===== config.mk =====
export PLATFORM = sky130hd
export DESIGN_NAME = gnrl_pipe_skid
export DESIGN_NICKNAME = d
export VERILOG_FILES = /design/src/rtl/gnrl_pipe_skid.sv
export SDC_FILE = /design/constraint.sdc
export NUM_CORES = 1
export LEC_CHECK = 0
export ABC_AREA = 1
export BUFFER_PORTS_ARGS = -buffer_cell sky130_fd_sc_hd__buf_4
export CORE_ASPECT_RATIO = 0.6
export CORE_MARGIN = 2
export CORE_UTILIZATION = 50
export CTS_BUF_LIST = sky130_fd_sc_hd__clkbuf_8
export CTS_CLUSTER_DIAMETER = 50
export DETAILED_ROUTE_END_ITERATION = 10
export GPL_TIMING_DRIVEN = 1
export PLACE_DENSITY = 0.74
export SYNTH_ARGS = -nofsm -noshare
export SYNTH_HDL_FRONTEND = slang
export SYNTH_HIERARCHICAL = 1
export SYNTH_SLANG_ARGS = --single-unit

===== constraint.sdc =====
create_clock -name clk -period 3.25 [get_ports clk]
set_input_delay 0.65 -clock clk [delete_from_list [all_inputs] [get_ports clk]]
set_output_delay 0.65 -clock clk [all_outputs]
set_load 0.02 [all_outputs]

===== src/rtl/gnrl_pipe_skid.sv =====
// Two-entry valid/ready register slice (skid buffer) built from the general DFF cells.
// i_ready depends only on the held-entry count, so no combinational ready path crosses the slice.

module gnrl_dffr #(
    parameter int            DW      = 1,
    parameter logic [DW-1:0] RST_VAL = {DW{1'b0}}
) (
    input  logic          clk,
    input  logic          rst_n,
    input  logic [DW-1:0] dnxt,
    output logic [DW-1:0] qout
);

    logic [DW-1:0] q_r;

    // Plain register with asynchronous active-low reset.
    always_ff @(posedge clk or negedge rst_n) begin
        if (!rst_n) begin
            q_r <= RST_VAL;
        end else begin
            q_r <= dnxt;
        end
    end

    assign qout = q_r;

endmodule

module gnrl_dfflr #(
    parameter int            DW      = 1,
    parameter logic [DW-1:0] RST_VAL = {DW{1'b0}}
) (
    input  logic          clk,
    input  logic          rst_n,
    input  logic          lden,
    input  logic [DW-1:0] dnxt,
    output logic [DW-1:0] qout
);

    logic [DW-1:0] q_r;

    // Load-enable register with asynchronous active-low reset.
    always_ff @(posedge clk or negedge rst_n) begin
        if (!rst_n) begin
            q_r <= RST_VAL;
        end else if (lden) begin
            q_r <= dnxt;
        end else begin
            q_r <= q_r;
        end
    end

    assign qout = q_r;

endmodule

module gnrl_pipe_skid_chk #(
    parameter int WIDTH = 32
) (
    input logic             clk,
    input logic             rst_n,
    input logic             flush,
    input logic             i_ready,
    input logic             o_valid,
    input logic             o_ready,
    input logic [WIDTH-1:0] o_data,
    input logic [1:0]       o_count
);

    a_count_legal: assert property (@(posedge clk) disable iff (!rst_n)
        o_count != 2'd3);

    a_ready_matches_count: assert property (@(posedge clk) disable iff (!rst_n)
        i_ready == (o_count != 2'd2));

    a_stall_stable: assert property (@(posedge clk) disable iff (!rst_n)
        (o_valid && !o_ready && !flush) |=> (o_valid && $stable(o_data)));

endmodule

module gnrl_pipe_skid #(
    parameter int               WIDTH     = 32,
    parameter logic [WIDTH-1:0] RESET_VAL = {WIDTH{1'b0}}
) (
    input  logic             clk,
    input  logic             rst_n,
    input  logic             flush,
    input  logic             i_valid,
    output logic             i_ready,
    input  logic [WIDTH-1:0] i_data,
    output logic             o_valid,
    input  logic             o_ready,
    output logic [WIDTH-1:0] o_data,
    output logic [1:0]       o_count
);

    typedef enum logic [1:0] {
        ST_EMPTY = 2'd0,
        ST_ONE   = 2'd1,
        ST_FULL  = 2'd2
    } state_e;

    logic [1:0]       state_q_s;
    state_e           state_s;
    state_e           nxt_state_s;
    logic             in_fire_s;
    logic             out_fire_s;
    logic             main_ld_s;
    logic             skid_ld_s;
    logic [WIDTH-1:0] main_nxt_s;
    logic [WIDTH-1:0] main_r;
    logic [WIDTH-1:0] skid_r;

    gnrl_dffr #(
        .DW      (2),
        .RST_VAL (2'd0)
    ) u_state (
        .clk   (clk),
        .rst_n (rst_n),
        .dnxt  (nxt_state_s),
        .qout  (state_q_s)
    );

    gnrl_dfflr #(
        .DW      (WIDTH),
        .RST_VAL (RESET_VAL)
    ) u_main (
        .clk   (clk),
        .rst_n (rst_n),
        .lden  (main_ld_s),
        .dnxt  (main_nxt_s),
        .qout  (main_r)
    );

    gnrl_dfflr #(
        .DW      (WIDTH),
        .RST_VAL (RESET_VAL)
    ) u_skid (
        .clk   (clk),
        .rst_n (rst_n),
        .lden  (skid_ld_s),
        .dnxt  (i_data),
        .qout  (skid_r)
    );

    // Decode the raw count; the unused encoding 3 behaves as EMPTY.
    always_comb begin
        state_s = ST_EMPTY;
        case (state_q_s)
            2'd1:    state_s = ST_ONE;
            2'd2:    state_s = ST_FULL;
            default: state_s = ST_EMPTY;
        endcase
    end

    assign o_valid    = (state_s != ST_EMPTY);
    assign i_ready    = (state_s != ST_FULL);
    assign o_data     = main_r;
    assign o_count    = state_s;
    assign in_fire_s  = i_valid & i_ready;
    assign out_fire_s = o_valid & o_ready;

    // Next count and register loads; flush wins and suppresses all loads.
    always_comb begin
        nxt_state_s = state_s;
        main_ld_s   = 1'b0;
        skid_ld_s   = 1'b0;
        main_nxt_s  = i_data;
        if (flush) begin
            nxt_state_s = ST_EMPTY;
        end else begin
            case (state_s)
                ST_EMPTY: begin
                    if (in_fire_s) begin
                        nxt_state_s = ST_ONE;
                        main_ld_s   = 1'b1;
                    end else begin
                        nxt_state_s = ST_EMPTY;
                    end
                end
                ST_ONE: begin
                    if (in_fire_s && out_fire_s) begin
                        nxt_state_s = ST_ONE;
                        main_ld_s   = 1'b1;
                    end else if (in_fire_s) begin
                        // Skid holds the newer entry; main stays at the head.
                        nxt_state_s = ST_FULL;
                        skid_ld_s   = 1'b1;
                    end else if (out_fire_s) begin
                        nxt_state_s = ST_EMPTY;
                    end else begin
                        nxt_state_s = ST_ONE;
                    end
                end
                ST_FULL: begin
                    if (out_fire_s) begin
                        nxt_state_s = ST_ONE;
                        main_ld_s   = 1'b1;
                        main_nxt_s  = skid_r;
                    end else begin
                        nxt_state_s = ST_FULL;
                    end
                end
                default: begin
                    nxt_state_s = ST_EMPTY;
                end
            endcase
        end
    end

    gnrl_pipe_skid_chk #(
        .WIDTH (WIDTH)
    ) u_chk (
        .clk     (clk),
        .rst_n   (rst_n),
        .flush   (flush),
        .i_ready (i_ready),
        .o_valid (o_valid),
        .o_ready (o_ready),
        .o_data  (o_data),
        .o_count (o_count)
    );

endmodule


==> impl_metrics.toml, run 1 <==
[timing]
rsz0062_at_grt = "no"
clock-skew-final_ns = 0.00538
drv_slew = 0
hold_slack_ns = 0.398
finalCriticalPeriod_ns = 2.75
worst_pin_slew_ns = 1.19
fin_crit_sh_pct = 84.7
fmax_mhz = 363
finalSetupTns_ns = 0
hold_violations = 0
setup-violations-final = 0
slew_headroom_pct = 20.6

[layout]
syn_to_final_growth_pct = 17.7
final_cell_area_mm2 = 0.00390
nets = 514
antenna_cells = 0
drive_above_1_share_pct = 26.3

[route]
wirelength_um = 7160
drc = 0
vias = 2659
drtIter0Drc = 116
postRouteAntennaNets = 0
drt_pass1_iterations = 4
viasPerCell = 4.76
routedWlPerCell_um = 12.8

[worst_setup_path]
path_delay_family = "buffers and inverters"
cp_max_fo = 33
r2r_cells = 11
critical_path_required_ns = 3.47
critPathMaxStageDelay_ns = 0.85
worstSetupPathType = "reg -> reg"
cp_cell_sequence = "inv_1 > ha_1 > nor2_1 > ha_1 > nand2_1 > nand3_1 > nand2_1 > inv_1 > inv_8 > nand2_1 > nand2_1"
endpoint_kind = "flip-flop"
path_depth = 11
start_kind = "flip-flop"
critPathBufInv = 3
cp_slowest_cell = "inv_1"
crit_top_cell = "nand2_1"
cp.arrival_ns = 2.98

[power_and_ir_drop]
power.switching_w = 0.000972
power.density_mw_per_mm2 = 728
swShare_pct = 34.3
peakVddDrop_mv = 0.375
finalPower_w = 0.00284
pwr-share-clk_pct = 23.8
p_leak_nw = 2.24
p_comb_share_pct = 29.5
p_seq_share_pct = 46.7
p_int_w = 0.00187

[die]
core-area_mm2 = 0.00625
fp.dieArea_mm2 = 0.00732
row_count = 22
start_util_pct = 53.0
fp.dieW_um = 109
io_pins = 73
fp.dieH_um = 67.1

[clocking]
clk_pin_slew_ns = 0.07
postCtsSetupBuffers = 0
cts_max_level = 3
holdBufCountCts = 0
cts-buffers-inserted = 9
tritoncts = "yes"
cts_resized = 0
clk_path_buf_depth = 2
clock_latency_ns = 0.33
root_buffer = "clkbuf_8"
cts_sinks = 66

[placed_design]
dpl_cell_area_mm2 = 0.00371
place.gp.congestion = 0.860
dpl.hpwl_um = 4670
port_buffers = 72

[global_route]
grt_pass1_vias = 2447
gr-total-overflow = 0
track_usage_pct = 21.7
grt_pass1_wl_um = 11800
grt_max_degree = 67
antenna_found_initial = 0

[synthesis]
synth_top_cell_by_area = "dfrtp_1"
synthesis.area_mm2 = 0.00331
yosys_register_bits = 66
synth_area_leaders = "dfrtp_1, nand2_1, nand2_2"
avgSynthCellArea_um2 = 8.12
ys_seq_area_share_pct = 49.8
synth_top_area_share_pct = 49.8
postSynthCellCount = 408
syn_nets = 450
ys_warn_count = 6
ys_types = 18

[worst_hold_path]
hold_class = "in -> async"

[job]
drv_cap = 0

[run_status]
status = "finished clean"
cell type report:
type / instances / area, um^2
Multi-Input combinational cell: 311 / 1350
Sequential cell: 66 / 1650
Tap cell: 84 / 105
Fill cell: 573 / 2350
Clock buffer: 11 / 151
Inverter: 11 / 56.3
Timing Repair Buffer: 73 / 548
Clock inverter: 3 / 40.0
stage by stage:
step                setup slack [ns]  cells  util [%]
floorplan                       1.39    408         -
finish                         0.496    559      62.4
global placement               0.641    545      59.3
CTS                            0.519    559      62.4
detailed placement             0.528    545      59.3
global route                   0.264    559      62.4
state kept, by name, summed over array words and instances (netlist names):
register	flops
u_main/qout	32
u_skid/qout	32
u_state/qout	2
per-layer routing:
metal / part of all wire, % / GRT usage [%] / vias to the layer above
li1: - / - / 1338
met1: 46 / 29.2 / 1213
met2: 45 / 33.2 / 103
met3: 8.2 / 7.24 / 5
met4: 0.67 / 6.57 / 0
met5: 0 / 0 / -
kinds of logic (layout without fill, tap and decap cells):
group	after synthesis	count (layout)	share of synthesized area, %
AO/OA/AOI/OAI	2	2	0.378
adder cells (fa/ha/maj)	5	5	1.89
buffers and inverters	31	98	9.74
flip-flops	66	66	49.8
AND/OR/NAND/NOR	304	304	38.1
worst paths after layout:
path / startpoint / to / slack [ns]
max: u_state/qout[0] / u_main/qout[14] / 0.50
min: rst_n / u_main/qout[0] / 0.40
max reg2reg: u_state/qout[0] / u_main/qout[14] / 0.50
min reg2reg: u_skid/qout[10] / u_skid/qout[10] / 0.47
max in group asynchronous: rst_n / u_main/qout[23] / 2.30
min in group clk: u_skid/qout[10] / u_skid/qout[10] / 0.47
synth_stat cells, drive strengths merged:
| cell type | count |
|---|---|
| buf | 14 |
| clkbuf | 6 |
| a21boi | 1 |
| nand2 | 295 |
| ha | 5 |
| nor2 | 4 |
| a21oi | 1 |
| dfrtp | 66 |
| nand3 | 5 |
| inv | 11 |
layout by cell type (no fill, tap or decap):
master,Yosys,final
inv_1,8,8
a21oi_1,1,1
dfrtp_1,66,66
nand2_2,30,30
a21boi_0,1,1
bufinv_16,0,1
clkinv_2,0,2
nor2_8,1,1
nand2_1,265,265
inv_2,1,1
inv_8,2,2
nand3_1,3,3
nand3_2,1,1
nand3_4,1,1
nor2_1,2,1
nor2_4,1,2
ha_1,5,5
clkbuf_8,6,11
buf_4,0,73
power by group through the flow:
stage / Clock (W) / Combinational [W] / Sequential [W]
after floorplan: 0 / 0.000380 / 0.00146
after global placement: 0 / 0.000814 / 0.00132
after detailed placement: 0 / 0.000842 / 0.00133
after CTS: 0.000695 / 0.000845 / 0.00133
after global routing: 0.000738 / 0.000933 / 0.00136
final: 0.000677 / 0.000837 / 0.00132
(Power assumes the default switching activity.)
==> run 2: changes to the inputs <==
--- a/config.mk
+++ b/config.mk
@@ -5,7 +5,7 @@
 export SDC_FILE = /design/constraint.sdc
 export NUM_CORES = 1
 export LEC_CHECK = 0
-export ABC_AREA = 1
+export ABC_AREA = 0
 export BUFFER_PORTS_ARGS = -buffer_cell sky130_fd_sc_hd__buf_4
 export CORE_ASPECT_RATIO = 0.6
 export CORE_MARGIN = 2
==> constraint.sdc (replaced) <==
create_clock -name clk -period 2.6 [get_ports clk]
set_input_delay 0.52 -clock clk [delete_from_list [all_inputs] [get_ports clk]]
set_output_delay 0.52 -clock clk [all_outputs]
set_load 0.02 [all_outputs]
==> run 2 against run 1 <==
Effect of this change: sequential share of layout area decreased by 1.1 points; synthesized cell count down 52%; register-to-register slack got worse by 0.07 ns; first-iteration DRC count decreased by 40%; count of clock-buffer cells in the layout fell by 1; sequential power grew 28%; die area shrank 0.36%; cell count fell by 35%; global-route usage decreased by 3.0 points; area after synthesis fell by 0.38%; non-clock buffer count rose by 5; setup slack got worse by 0.073 ns; critical path type unchanged; critical endpoint is now u_main/qout[31]; largest power group unchanged; highest routed layer unchanged.
==> impl_metrics.toml, run 2 <==
[layout]
multiInputGateArea_mm2 = 0.00147
n_fill_cell = 473
drive_above_1_share_pct = 67.1
nets = 316
antenna_cells = 0
layout_commonest_cell = "buf_4"
syn_to_final_growth_pct = 21.2
regArea_mm2 = 0.00165
final_cell_mix = "buf_4, dfrtp_1, mux2_4"
postLayoutCoreUtil_pct = 64.0

[synthesis]
synthesis.area_mm2 = 0.00330
yosysMostFrequentCell = "dfrtp_1"
ys_seq_area_share_pct = 50.0
avgSynthCellArea_um2 = 16.8
postSynthCellCount = 196
ys_warn_count = 6
synth_area_leaders = "dfrtp_1, mux2_4, mux2_2"
ys_types = 16
ys.flop_type = "dfrtp_1"
yosys_register_bits = 66
netlist_top_cells_count = "dfrtp_1, mux2_4, mux2_2"
ys_async_sr_fraction_pct = 100
syn_nets = 238
synth-edff-count = 0
synth_top_cell_by_area = "dfrtp_1"
synth_top_area_share_pct = 50.0

[worst_setup_path]
cp.arrival_ns = 2.41
cp_max_fo = 17
reg2reg_to = "u_main/qout[31]"
endpoint_kind = "flip-flop"
critical_path_required_ns = 2.83
r2r_cells = 9
r2r-start = "u_state/qout[0]"
ff2ff_setup_slack_ns = 0.42
start_kind = "flip-flop"
cp_slowest_cell = "dfrtp_1"
worstSetupPathType = "reg -> reg"
cp_cell_sequence = "inv_1 > ha_1 > nand2b_4 > inv_1 > ha_1 > nand2_1 > a21oi_4 > buf_4 > mux2_2"
critPathMaxStageDelay_ns = 0.38

[worst_hold_path]
hold_class = "in -> async"

[placed_design]
place.gp.congestion = 0.857
port_buffers = 72
dpl.hpwl_um = 4030

[route]
wirelength_um = 6080
met2WireLength_um = 2360
postRouteAntennaNets = 0
wl_met3_um = 463
routedWlPerCell_um = 16.9
top_layer = "met4"
drtIter0Drc = 70
drt_pass1_iterations = 4
viasPerCell = 4.94
vias = 1783
wl_met1_um = 3190
drc = 0

[timing]
slew_headroom_pct = 45.3
fin_crit_sh_pct = 83.7
drv_slew = 0
finalCriticalPeriod_ns = 2.18
rsz0062_at_grt = "no"
setup-violations-final = 0
fmax_mhz = 459
worst_pin_slew_ns = 0.821
clock-skew-final_ns = 0.00790
finalSetupTns_ns = 0
hold_violations = 0

[clocking]
postCtsSetupBuffers = 0
cts_resized = 0
clk_path_buf_depth = 2
cts_sinks = 66
tritoncts = "yes"
cts_max_level = 3
cts-buffers-inserted = 9
clock_latency_ns = 0.35
root_buffer = "clkbuf_8"
clk_pin_slew_ns = 0.07
holdBufCountCts = 0

[die]
fp.dieW_um = 109
io_pins = 73
fp.dieH_um = 66.9
fp.dieArea_mm2 = 0.00729
core-area_mm2 = 0.00625
start_util_pct = 52.8
row_count = 22

[global_route]
gr-total-overflow = 0
antenna_found_initial = 0
grt_max_degree = 67
grt_pass1_wl_um = 9740
track_usage_pct = 18.6
grt_pass1_vias = 1907

[power_and_ir_drop]
peakVddDrop_mv = 0.535
power.density_mw_per_mm2 = 939
p_leak_nw = 1.91

[run_status]
status = "finished clean"

[job]
drv_cap = 0
run 2: changes by cell type after synthesis, sizes merged, moves of 5 or more:
cell,before,now
nand3,5,0
nand2,295,4
inv,11,5
clkbuf,6,0
mux2,0,96
run 2: worst max-delay path by stage:
stage,slack (ns),cells after the start,endpoint,startpoint
floorplan,0.41,7,u_main/qout[29],u_state/qout[0]
global placement,0.46,9,u_main/qout[31],u_state/qout[0]
detailed placement,0.42,9,u_main/qout[31],u_state/qout[0]
CTS,0.40,9,u_main/qout[31],u_state/qout[0]
global route,0.28,9,u_main/qout[31],u_state/qout[0]
finish,0.42,9,u_main/qout[31],u_state/qout[0]
run 2: critical path, delay by kind of cell, from the launching register on:
family	cells	cell delay, ns
multiplexers	1	0.37
AO/OA/AOI/OAI	1	0.16
AND/OR/NAND/NOR	2	0.26
flip-flops	1	0.38
adder cells (fa/ha/maj)	2	0.46
buffers and inverters	3	0.43
run 2: metrics by stage:
step	setup slack, ns	hold slack (ns)	cell area (um^2)	power (W)	std cells
floorplan	0.411	0.224	3300	0.00260	196
global placement	0.461	0.485	3850	0.00303	347
detailed placement	0.424	0.487	3850	0.00306	347
CTS	0.403	0.300	4000	0.00380	361
global route	0.284	0.318	4000	0.00397	361
finish	0.423	0.263	4000	0.00376	361
run 2: report_power, final:
part	total [W]	internal (W)	switching [W]
Clock	0.000707	0.000347	0.000360
Combinational	0.00135	0.000841	0.000514
Sequential	0.00169	0.00145	0.000242
run 2: kinds of logic after synthesis:
logic type	Yosys count	share of synthesized area (%)
simple gates	8	1.67
mux	96	39.6
fa+ha+maj	5	1.90
buf+inv	16	5.91
flops	66	50.0
compound gates	5	0.910
run 2: cell type report:
type,instances,share of cell area (%)
multi-input combinational,114,36.8
timing repair buffer,78,15.0
inverter,5,0.469
sequential,66,41.3
tap,84,2.63
clock inverter,4,0.375
clock buffer,10,3.44
run 2: per-layer routing:
metal / GRT usage [%] / vias up
li1: - / 845
met1: 27.1 / 871
met2: 23.9 / 57
met3: 9.30 / 10
met4: 4.81 / 0
met5: 0 / -
